--- src/rtl/fetch_pkg.sv ---
// Shared fetch-stage types: BTB entry, counter encodings and the IF/ID record
// handed to decode. Types here use the default 9-bit PC / 16-entry geometry.
package fetch_pkg;

  localparam int FETCH_PC_W  = 9;
  localparam int FETCH_INS_W = 32;
  localparam int FETCH_TAG_W = 3;

  localparam logic [1:0] CTR_SNT = 2'b00;
  localparam logic [1:0] CTR_WNT = 2'b01;
  localparam logic [1:0] CTR_WT  = 2'b10;
  localparam logic [1:0] CTR_ST  = 2'b11;

  typedef struct packed {
    logic                   valid;
    logic [FETCH_TAG_W-1:0] tag;
    logic [FETCH_PC_W-1:0]  target;
    logic [1:0]             ctr;
  } btb_entry_t;

  typedef struct packed {
    logic [FETCH_PC_W-1:0]  pc;
    logic [FETCH_INS_W-1:0] instr;
    logic                   valid;
    logic                   pred_taken;
    logic [FETCH_PC_W-1:0]  pred_target;
  } if_id_out_t;

  // Saturating 2-bit counter step toward the resolved direction.
  function automatic logic [1:0] ctr_train(input logic [1:0] ctr, input logic taken);
    logic [1:0] nxt;
    nxt = ctr;
    if (taken && ctr != CTR_ST) nxt = ctr + 2'd1;
    else if (!taken && ctr != CTR_SNT) nxt = ctr - 2'd1;
    return nxt;
  endfunction

endpackage

--- src/rtl/fetch_predict_unit_btb_table.sv ---
// Direct-mapped BTB storage: combinational lookup port, registered training port.
// Lookups during a same-cycle update observe the pre-update entry.
module btb_table
  import fetch_pkg::*;
#(
  parameter int PC_W  = 9,
  parameter int DEPTH = 16
) (
  input  logic            clk,
  input  logic            rst_n,
  input  logic [PC_W-1:0] lookup_pc_i,
  output logic            pred_taken_o,
  output logic [PC_W-1:0] pred_target_o,
  input  logic            upd_valid_i,
  input  logic [PC_W-1:0] upd_pc_i,
  input  logic            upd_taken_i,
  input  logic [PC_W-1:0] upd_target_i
);

  localparam int IDX_W = $clog2(DEPTH);
  localparam int TAG_W = PC_W - IDX_W - 2;

  typedef struct packed {
    logic             valid;
    logic [TAG_W-1:0] tag;
    logic [PC_W-1:0]  target;
    logic [1:0]       ctr;
  } entry_t;

  entry_t           tbl_q [DEPTH];
  entry_t           lk_e;
  entry_t           up_e;
  entry_t           up_d;
  logic             up_hit;
  logic             up_we;
  logic [IDX_W-1:0] lk_idx;
  logic [IDX_W-1:0] up_idx;
  logic [TAG_W-1:0] lk_tag;
  logic [TAG_W-1:0] up_tag;
  logic [PC_W-1:0]  up_tgt_aligned;
  logic             unused_lsb;

  assign unused_lsb     = ^{lookup_pc_i[1:0], upd_pc_i[1:0], upd_target_i[1:0]};
  assign lk_idx         = lookup_pc_i[IDX_W+1:2];
  assign lk_tag         = lookup_pc_i[PC_W-1:IDX_W+2];
  assign up_idx         = upd_pc_i[IDX_W+1:2];
  assign up_tag         = upd_pc_i[PC_W-1:IDX_W+2];
  assign up_tgt_aligned = {upd_target_i[PC_W-1:2], 2'b00};

  always_comb begin
    lk_e          = tbl_q[lk_idx];
    pred_taken_o  = lk_e.valid && (lk_e.tag == lk_tag) && lk_e.ctr[1];
    pred_target_o = pred_taken_o ? lk_e.target : '0;
  end

  always_comb begin
    up_e   = tbl_q[up_idx];
    up_hit = up_e.valid && (up_e.tag == up_tag);
    up_we  = 1'b0;
    up_d   = up_e;
    if (upd_valid_i) begin
      if (up_hit) begin
        up_we    = 1'b1;
        up_d.ctr = ctr_train(up_e.ctr, upd_taken_i);
        if (upd_taken_i) up_d.target = up_tgt_aligned;
      end else if (upd_taken_i) begin
        // Allocation simply overwrites whatever alias occupied the slot.
        up_we = 1'b1;
        up_d  = '{valid: 1'b1, tag: up_tag, target: up_tgt_aligned, ctr: CTR_WT};
      end
    end
  end

  always_ff @(posedge clk or negedge rst_n) begin
    if (!rst_n) begin
      for (int i = 0; i < DEPTH; i++) begin
        tbl_q[i] <= '{valid: 1'b0, tag: '0, target: '0, ctr: CTR_WNT};
      end
    end else if (up_we) begin
      tbl_q[up_idx] <= up_d;
    end
  end

endmodule

--- src/rtl/fetch_predict_unit.sv ---
// Fetch front end: PC register, next-PC selection, IF/ID register and optional
// BTB prediction (enabled with the FETCH_BTB_EN macro).
module fetch_predict_unit
  import fetch_pkg::*;
#(
  parameter int              PC_W      = 9,
  parameter int              INS_W     = 32,
  parameter int              BTB_DEPTH = 16,
  parameter logic [PC_W-1:0] RESET_PC  = '0
) (
  input  logic             clk,
  input  logic             reset,
  input  logic             stall_i,
  input  logic             redirect_i,
  input  logic [PC_W-1:0]  redirect_pc,
  input  logic             upd_valid,
  input  logic [PC_W-1:0]  upd_pc,
  input  logic             upd_taken,
  input  logic [PC_W-1:0]  upd_target,
  output logic [PC_W-1:0]  imem_addr,
  input  logic [INS_W-1:0] imem_rdata,
  output logic [PC_W-1:0]  if_pc,
  output logic [INS_W-1:0] if_instr,
  output logic             if_valid,
  output logic             if_pred_taken,
  output logic [PC_W-1:0]  if_pred_target
);

  typedef struct packed {
    logic [PC_W-1:0]  pc;
    logic [INS_W-1:0] instr;
    logic             valid;
    logic             pred_taken;
    logic [PC_W-1:0]  pred_target;
  } if_id_t;

  logic [PC_W-1:0] pc_q;
  logic [PC_W-1:0] pc_d;
  if_id_t          if_q;
  if_id_t          if_d;
  logic            pred_taken;
  logic [PC_W-1:0] pred_target;
  logic            unused_in;

`ifdef FETCH_BTB_EN
  assign unused_in = ^redirect_pc[1:0];

  btb_table #(
    .PC_W  (PC_W),
    .DEPTH (BTB_DEPTH)
  ) u_btb (
    .clk           (clk),
    .rst_n         (reset),
    .lookup_pc_i   (pc_q),
    .pred_taken_o  (pred_taken),
    .pred_target_o (pred_target),
    .upd_valid_i   (upd_valid),
    .upd_pc_i      (upd_pc),
    .upd_taken_i   (upd_taken),
    .upd_target_i  (upd_target)
  );
`else
  assign unused_in   = ^{redirect_pc[1:0], upd_valid, upd_pc, upd_taken, upd_target};
  assign pred_taken  = 1'b0;
  assign pred_target = '0;
`endif

  always_comb begin
    pc_d = pc_q;
    if (redirect_i)      pc_d = {redirect_pc[PC_W-1:2], 2'b00};
    else if (stall_i)    pc_d = pc_q;
    else if (pred_taken) pc_d = pred_target;
    else                 pc_d = pc_q + PC_W'(4);
  end

  // Redirect squashes to a bubble; stall freezes the entry.
  always_comb begin
    if_d = if_q;
    if (redirect_i) begin
      if_d = '0;
    end else if (!stall_i) begin
      if_d.pc          = pc_q;
      if_d.instr       = imem_rdata;
      if_d.valid       = 1'b1;
      if_d.pred_taken  = pred_taken;
      if_d.pred_target = pred_target;
    end
  end

  always_ff @(posedge clk or negedge reset) begin
    if (!reset) begin
      pc_q <= {RESET_PC[PC_W-1:2], 2'b00};
      if_q <= '0;
    end else begin
      pc_q <= pc_d;
      if_q <= if_d;
    end
  end

  assign imem_addr      = pc_q;
  assign if_pc          = if_q.pc;
  assign if_instr       = if_q.instr;
  assign if_valid       = if_q.valid;
  assign if_pred_taken  = if_q.pred_taken;
  assign if_pred_target = if_q.pred_target;

endmodule

--- config.mk ---
export PLATFORM = sky130hd
export DESIGN_NAME = fetch_predict_unit
export DESIGN_NICKNAME = d
export VERILOG_FILES = /design/src/rtl/fetch_pkg.sv /design/src/rtl/fetch_predict_unit_btb_table.sv /design/src/rtl/fetch_predict_unit.sv
export SDC_FILE = /design/constraint.sdc
export NUM_CORES = 1
export LEC_CHECK = 0
export ABC_AREA = 1
export CAP_MARGIN = 20
export CORE_MARGIN = 4
export CORE_UTILIZATION = 38
export CTS_CLUSTER_SIZE = 10
export DETAILED_ROUTE_END_ITERATION = 8
export GPL_ROUTABILITY_DRIVEN = 0
export PLACE_DENSITY = 0.81
export SETUP_SLACK_MARGIN = 0.05
export SYNTH_ARGS = -nofsm -noshare
export SYNTH_HDL_FRONTEND = slang
export SYNTH_HIERARCHICAL = 1
export SYNTH_SLANG_ARGS = --single-unit
export TNS_END_PERCENT = 20
--- constraint.sdc ---
create_clock -name clk -period 1.5 [get_ports clk]
set_input_delay 0.375 -clock clk [delete_from_list [all_inputs] [get_ports clk]]
set_output_delay 0.375 -clock clk [all_outputs]
set_load 0.1 [all_outputs]
==> results of run 1 <==
## timing repair
action / CTS / global route
buffers inserted: 0 / 0
hold buffers: 1 / 0
gates resized for setup: 0 / 0
hold endpoints to repair: 8 / 0
## synthesized netlist by cell type (3+ instances only)
master | number | area share
buf_6 | 3 | 0.016
dfrtp_1 | 48 | 0.56
nand3_1 | 41 | 0.096
nand2_1 | 85 | 0.15
nor3_1 | 4 | 0.0093
buf_4 | 17 | 0.059
inv_1 | 10 | 0.017
o21ai_0 | 9 | 0.021
nor2_1 | 11 | 0.019
buf_2 | 5 | 0.012
inv_2 | 3 | 0.0052
## through the flow
| stage | worst slack (ns) | total power [mW] |
|---|---|---|
| finish | 0.1103 | 4.045 |
| global route | 0.08280 | 4.215 |
| CTS | 0.1142 | 4.085 |
| detailed placement | -0.06625 | 3.163 |
| global placement | -0.07314 | 3.141 |
| floorplan | -0.1052 | 2.503 |
## cells by family (layout without fill, tap and decap cells)
logic type	Yosys count	after routing	share of synthesized area
AOI/OAI and AO/OA	17	17	0.04368
other	1	12	0.001746
and+or+nand+nor	143	143	0.2784
adders and majority gates	1	1	0.005823
DFF	48	48	0.5591
buffers and inverters	39	126	0.1112
## worst max path at each step
| stage | end | slack [ns] | depth (start not counted) |
|---|---|---|---|
| 3_3_place_gp | imem_addr[5]$_DFFE_PN0P_ | -0.07 | 5 |
| 6_report | imem_addr[4] | 0.11 | 1 |
| 4_1_cts | imem_addr[4] | 0.11 | 1 |
| 3_5_place_dp | imem_addr[5]$_DFFE_PN0P_ | -0.07 | 5 |
| 2_1_floorplan | imem_addr[7]$_DFFE_PN0P_ | -0.11 | 5 |
| 5_1_grt | imem_addr[4] | 0.08 | 1 |
## state kept, by name (all words and copies together), names as in the netlist
register / flops
if_instr: 32
if_valid: 1
imem_addr: 7
if_pc: 8
## routing by layer
metal  part of all wire  vias to the layer above  GRT usage  wire length [µm]
met2               0.49                       86     0.2835              2901
met4              0.010                        0    0.03715                59
met5                  0                        -          0                 0
met1               0.43                      918     0.2270              2538
li1                   -                      967          -                 -
met3              0.071                        7    0.04663               418
## layout make-up
class                   instances  area share
flip-flops and latches         48      0.3209
inverters                      13     0.01300
repair buffers                105      0.4139
well taps                      72     0.02399
clock buffers                   6     0.01933
multi-input cells             173      0.1996
clock inverters                 2    0.009330
## power groups by stage
stage | Clock (mW) | Combinational [mW] | Sequential (mW)
detailed placement | 0 | 1.63 | 1.54
global route | 1.01 | 1.68 | 1.53
CTS | 0.940 | 1.63 | 1.51
floorplan | 0 | 0.351 | 2.15
global placement | 0 | 1.61 | 1.53
finish | 0.909 | 1.62 | 1.51
==> metrics.md, run 1 <==
| Metric | Value |
|---|---|
| Insertion delay to the later sink of the worst-skew pair | `between 0.2 and 0.3 ns` |
| Max-cap viol count | `0` |
| Cell Area, Placed | `roughly 3600 µm²` |
| Fin nets | `412` |
| Ratio of cells with drive above 1 in the final layout | `0.2219` |
| Worst hold path class | `reg2reg` |
| Fin area | `3755 µm²` |
| Clock Power Share | `0.225` |
| CTS Buffer Depth | `2` |
| Crit path DAT | `1.01 ns` |
| Finished Core Util | `0.6819` |
| Worst Hold Path EP | `if_instr[30]$_DFFE_PN0P_` |
| Net switching power | `1.609 mW` |
| Multi-input gate area | `749.5 µm²` |
| Largest stage delay, worst path | `0.51 ns` |
| Most frequent cells in the layout | `85 x nand2_1, 53 x buf_12, 45 x dfrtp_1` |
| Post-synth ARST share | `1.000` |
| Post-Route Skew | `0.006239 ns` |
| #FFs+latches synth | `48` |
| Cell count after synthesis | `249` |
| Setup slack, reg-to-reg | `about 0.25 ns` |
| Area grow syn2layout | `74.78%` |
| Reg-to-reg endpoint | `imem_addr[8]$_DFFE_PN0P_` |
| Family with the most delay on the worst path | `flip-flops` |
| 1st-pass router iterations | `4` |
| I/O Pins | `126` |
| Unique masters post-synth | `21` |
| DR vias | `1978` |
| Initial drt markers | `approximately 80` |
| CTS tree | `done` |
| Post-detail-place hpwl | `4.503 mm` |
| Die area | `6921 µm²` |
| Initial Utilization | `0.3901` |
| Buf/Inv on CP | `1` |
| Status | `finished clean` |
| Synth warn | `6` |
| Hold_ws | `roughly 0.54 ns` |
| DP Cell Count | `410` |
| Unrepaired setup endpoints after global routing | `no` |
| Post-DRT Antenna Nets | `0` |
| Die Y | `83.19 µm` |
| Number of remaining DRC errors | `0` |
| Commonest non-fill, non-tap cell in the layout | `nand2_1` |
| Leak | `1.836 nW` |
| Routed WL per cell | `roughly 14 µm` |
| Vias in the first global route | `1977` |
| Tot GR Track Use | `0.1720` |
| Min-delay src | `if_instr[30]$_DFFE_PN0P_` |
| Post-synthesis sequential area ratio | `0.5591` |
| Clk root buf | `clkbuf_8` |
| Startpoint Class | `flip-flop` |
| Slew Viols, Final | `0` |
| Final Hold Fails | `0` |
| Worst Path Class, Setup | `reg2out` |
| DR vias/cell | `roughly 4.7` |
| Flop pwr share | `0.374` |
| Grt ovf | `0` |
| Initial antenna violation count | `0` |
| Tmin final | `1.390 ns` |
| FP Rows | `27` |
| Avg Synthesized Cell Area | `8.628 µm²` |
| Worst r2r src | `imem_addr[3]$_DFFE_PN0P_` |
| Critical Path End Type | `output pin` |
| Number of enable flip-flop cells after synthesis | `0` |
| Crit path cell chain | `buf_12` |
| Critical path fanouts, max | `6` |
| Clock buffer count from CTS | `5` |
| Port Buffer Count | `91` |
| Diodes inserted | `0` |
| Final setup viols | `0` |
| Clock sinks | `48` |
| Critical Path RT | `1.12 ns` |
| Non-Filler Instances | `419` |
| Final setup TNS | `0 ns` |
| Fillcell total | `427` |
| Register Area | `~1200 µm²` |
| # H-tree levels | `2` |
| Peak Freq | `approximately 720 MHz` |
| CP max stage cell | `dfrtp_1` |
| Core area | `5507 µm²` |
| Total Wirelength | `5.919 mm` |
| Comb pwr share | `0.401` |
| Pint | `about 2.4 mW` |
| WHS Path Cells | `2` |
| Largest net degree at the start of global routing | `34` |
| PD cells | `1077 nW/µm²` |
| CP Launch Point | `imem_addr[4]$_DFFE_PN0P_` |
| Synth Flop Type | `dfrtp_1` |
| Worst vdd ir | `roughly 0.63 mV` |
| First-pass GRT wire length | `between 9 and 10 mm` |
| Synth Cell Area | `2148 µm²` |
| Die Width | `83.19 µm` |
| Clock slew at reported path FFs | `roughly 0.080 ns` |
| Post-route clock period utilization | `0.9265` |
| R2R cell count | `7` |
| Sw Share | `0.3977` |
Note: power is estimated with default switching activity, not from simulation.
==> inputs of run 2 (changes only) <==
Settings changed: SLEW_MARGIN set to 15.
==> results of run 2 <==
Final layout, timing and power as in run 1 (identical DEF).
==> inputs of run 3 (changes only) <==
Settings changed: SETUP_SLACK_MARGIN 0.05 to 0.2.
==> metrics.md, run 3 (synthesis gave the netlist of run 1 again) <==
| Metric | Value |
|---|---|
| Status | `finished clean (unchanged)` |
| Startpoint Class | `flip-flop (unchanged)` |
| Most frequent cells in the layout | `84 x nand2_1, 53 x buf_12, 41 x nand3_1, 41 x clkdlybuf4s50_1, 40 x dfrtp_1 (was 85 x nand2_1, 53 x buf_12, 45 x dfrtp_1)` |
| Worst Path Class, Setup | `reg2out (unchanged)` |
| Largest net degree at the start of global routing | `18 (was 34)` |
| Buf/Inv on CP | `1 (unchanged)` |
| Total power | `3.977 mW (was 4.045 mW)` |
| Vias in the first global route | `2091 (was 1977)` |
| DR vias/cell | `4.740 (was 4.721)` |
| Clock slew at reported path FFs | `0.09 ns (was 0.08 ns)` |
| Tot GR Track Use | `0.1817 (was 0.1720)` |
| Crit path cell chain | `buf_12 (unchanged)` |
| Initial drt markers | `74 (was 79)` |
| PD cells | `1026 nW/µm² (was 1077 nW/µm²)` |
| DR vias | `2038 (was 1978)` |
| Insertion delay to the later sink of the worst-skew pair | `0.29 ns (about the same)` |
| Post-route clock period utilization | `0.9141 (was 0.9265)` |
| Unrepaired setup endpoints after global routing | `yes (was no)` |
| Routed WL per cell | `14.23 µm (was 14.13 µm)` |
| Worst hold path class | `in2async (was reg2reg)` |
| Grt ovf | `0 (unchanged)` |
| Fin nets | `423 (was 412)` |
| Max-cap viol count | `0 (unchanged)` |
| Number of flip-flops under the largest register name | `32 (unchanged)` |
| Diodes inserted | `0 (unchanged)` |
| Commonest non-fill, non-tap cell in the layout | `nand2_1 (unchanged)` |
| Family with the most delay on the worst path | `flip-flops (unchanged)` |
| Critical Path RT | `1.12 ns (about the same)` |
| Worst vdd ir | `0.5921 mV (was 0.6325 mV)` |
| CP Launch Point | `if_pc[1]$_DFFE_PN0P_ (was imem_addr[4]$_DFFE_PN0P_)` |
| 1st-pass router iterations | `4 (unchanged)` |
| Post-detail-place hpwl | `4.845 mm (was 4.503 mm)` |
| Slew Viols, Final | `0 (unchanged)` |
| Non-Filler Instances | `430 (was 419)` |
| Number of remaining DRC errors | `0 (unchanged)` |
| Ratio of cells with drive above 1 in the final layout | `0.2765 (was 0.2219)` |
| Die area | `6921 µm² (unchanged)` |
| Die Y | `83.19 µm (unchanged)` |
| First-pass GRT wire length | `10.33 mm (was 9.722 mm)` |
| I/O Pins | `126 (unchanged)` |
| DP Cell Count | `415 (was 410)` |
| Total Wirelength | `6.120 mm (was 5.919 mm)` |
| Clock sinks | `48 (unchanged)` |
| Leak | `1.889 nW (was 1.836 nW)` |
| Largest stage delay, worst path | `0.52 ns (was 0.51 ns)` |
| CP max stage cell | `dfrtp_4 (was dfrtp_1)` |
| Peak Freq | `729.3 MHz (was 719.6 MHz)` |
| Clk root buf | `clkbuf_8 (unchanged)` |
| Initial antenna violation count | `0 (unchanged)` |
| CTS Buffer Depth | `2 (unchanged)` |
| Worst r2r src | `imem_addr[3]$_DFFE_PN0P_ (unchanged)` |
| Final Hold Fails | `0 (unchanged)` |
| Critical Path End Type | `output pin (unchanged)` |
| Clock buffer count from CTS | `5 (unchanged)` |
| Port Buffer Count | `91 (unchanged)` |
| FP Rows | `27 (unchanged)` |
| Final setup viols | `0 (unchanged)` |
| Crit path DAT | `1.00 ns (was 1.01 ns)` |
| Area grow syn2layout | `80.49% (was 74.78%)` |
| Core area | `5507 µm² (unchanged)` |
| Die Width | `83.19 µm (unchanged)` |
| Post-Route Skew | `0.005906 ns (was 0.006239 ns)` |
| Setup slack, reg-to-reg | `0.20 ns (was 0.25 ns)` |
| Tmin final | `1.371 ns (was 1.390 ns)` |
| # H-tree levels | `2 (unchanged)` |
| Critical path fanouts, max | `3 (was 6)` |
| Post-DRT Antenna Nets | `0 (unchanged)` |
| CTS tree | `done (unchanged)` |
| Initial Utilization | `0.3901 (unchanged)` |
==> run 3: cell types whose count changed in the layout (fill, tap and decap cells not counted), sizes merged <==
| cell | previous run | this run |
|---|---|---|
| bufinv | 1 | 0 |
| clkbuf | 6 | 5 |
| clkinv | 1 | 3 |
| buf | 63 | 74 |
==> run 3: worst paths after layout <==
check / endpoint / cells past startpoint
setup / recovery: if_pc[0] / 1
hold / removal: if_instr[4]$_DFFE_PN0P_ / 2
setup reg to reg: imem_addr[8]$_DFFE_PN0P_ / 8
hold reg to reg: if_instr[26]$_DFFE_PN0P_ / 2
max in group asynchronous: if_instr[1]$_DFFE_PN0P_ / 3
min in group clk: if_instr[26]$_DFFE_PN0P_ / 2
==> run 3: power breakdown <==
group,internal (mW),total (mW),switching (mW)
sequential,1.39,1.51,0.118
clock,0.326,0.753,0.427
combinational,0.608,1.71,1.10
==> run 3: through the flow <==
| step | util | TNS (ns) | area (µm²) | hold WS [ns] | worst slack, ns |
|---|---|---|---|---|---|
| after CTS | 0.6930 | 0 | 3816 | 0.5056 | 0.1193 |
| after global routing | 0.7042 | 0 | 3877 | 0.5434 | 0.09936 |
| after global placement | 0.6726 | -1.839 | 3704 | 0.2696 | -0.07617 |
| after detailed placement | 0.6726 | -1.775 | 3704 | 0.2666 | -0.07678 |
| after floorplan | - | 0 | 2226 | 0.07941 | 0.1870 |
| final | 0.7042 | 0 | 3877 | 0.5232 | 0.1289 |
==> run 3: what timing repair did <==
item | CTS | global route
endpoints found under the setup margin | 8 | 59
hold buffers | 1 | 0
pin swaps | 0 | 5
endpoints found under the hold margin | 9 | 0
setup buffers | 2 | 4
gates resized for setup | 0 | 8
==> run 3: area by class of cell <==
| class | instances | area (µm²) |
|---|---|---|
| flip-flops and latches | 48 | 1219 |
| inverters | 13 | 51.30 |
| repair buffers | 116 | 1644 |
| well taps | 72 | 90.09 |
| fillers | 403 | 1629 |
| multi-input cells | 173 | 785.8 |
| clock buffers | 5 | 68.82 |
| clock inverters | 3 | 18.77 |
==> run 3: per-layer routing <==
metal  vias up  track usage  part of all wire
met4         0      0.04012            0.0052
met3         4      0.05060             0.086
met1       948       0.2152              0.38
li1        986            -                 -
met5         -            0                 0
met2       100       0.3265              0.53
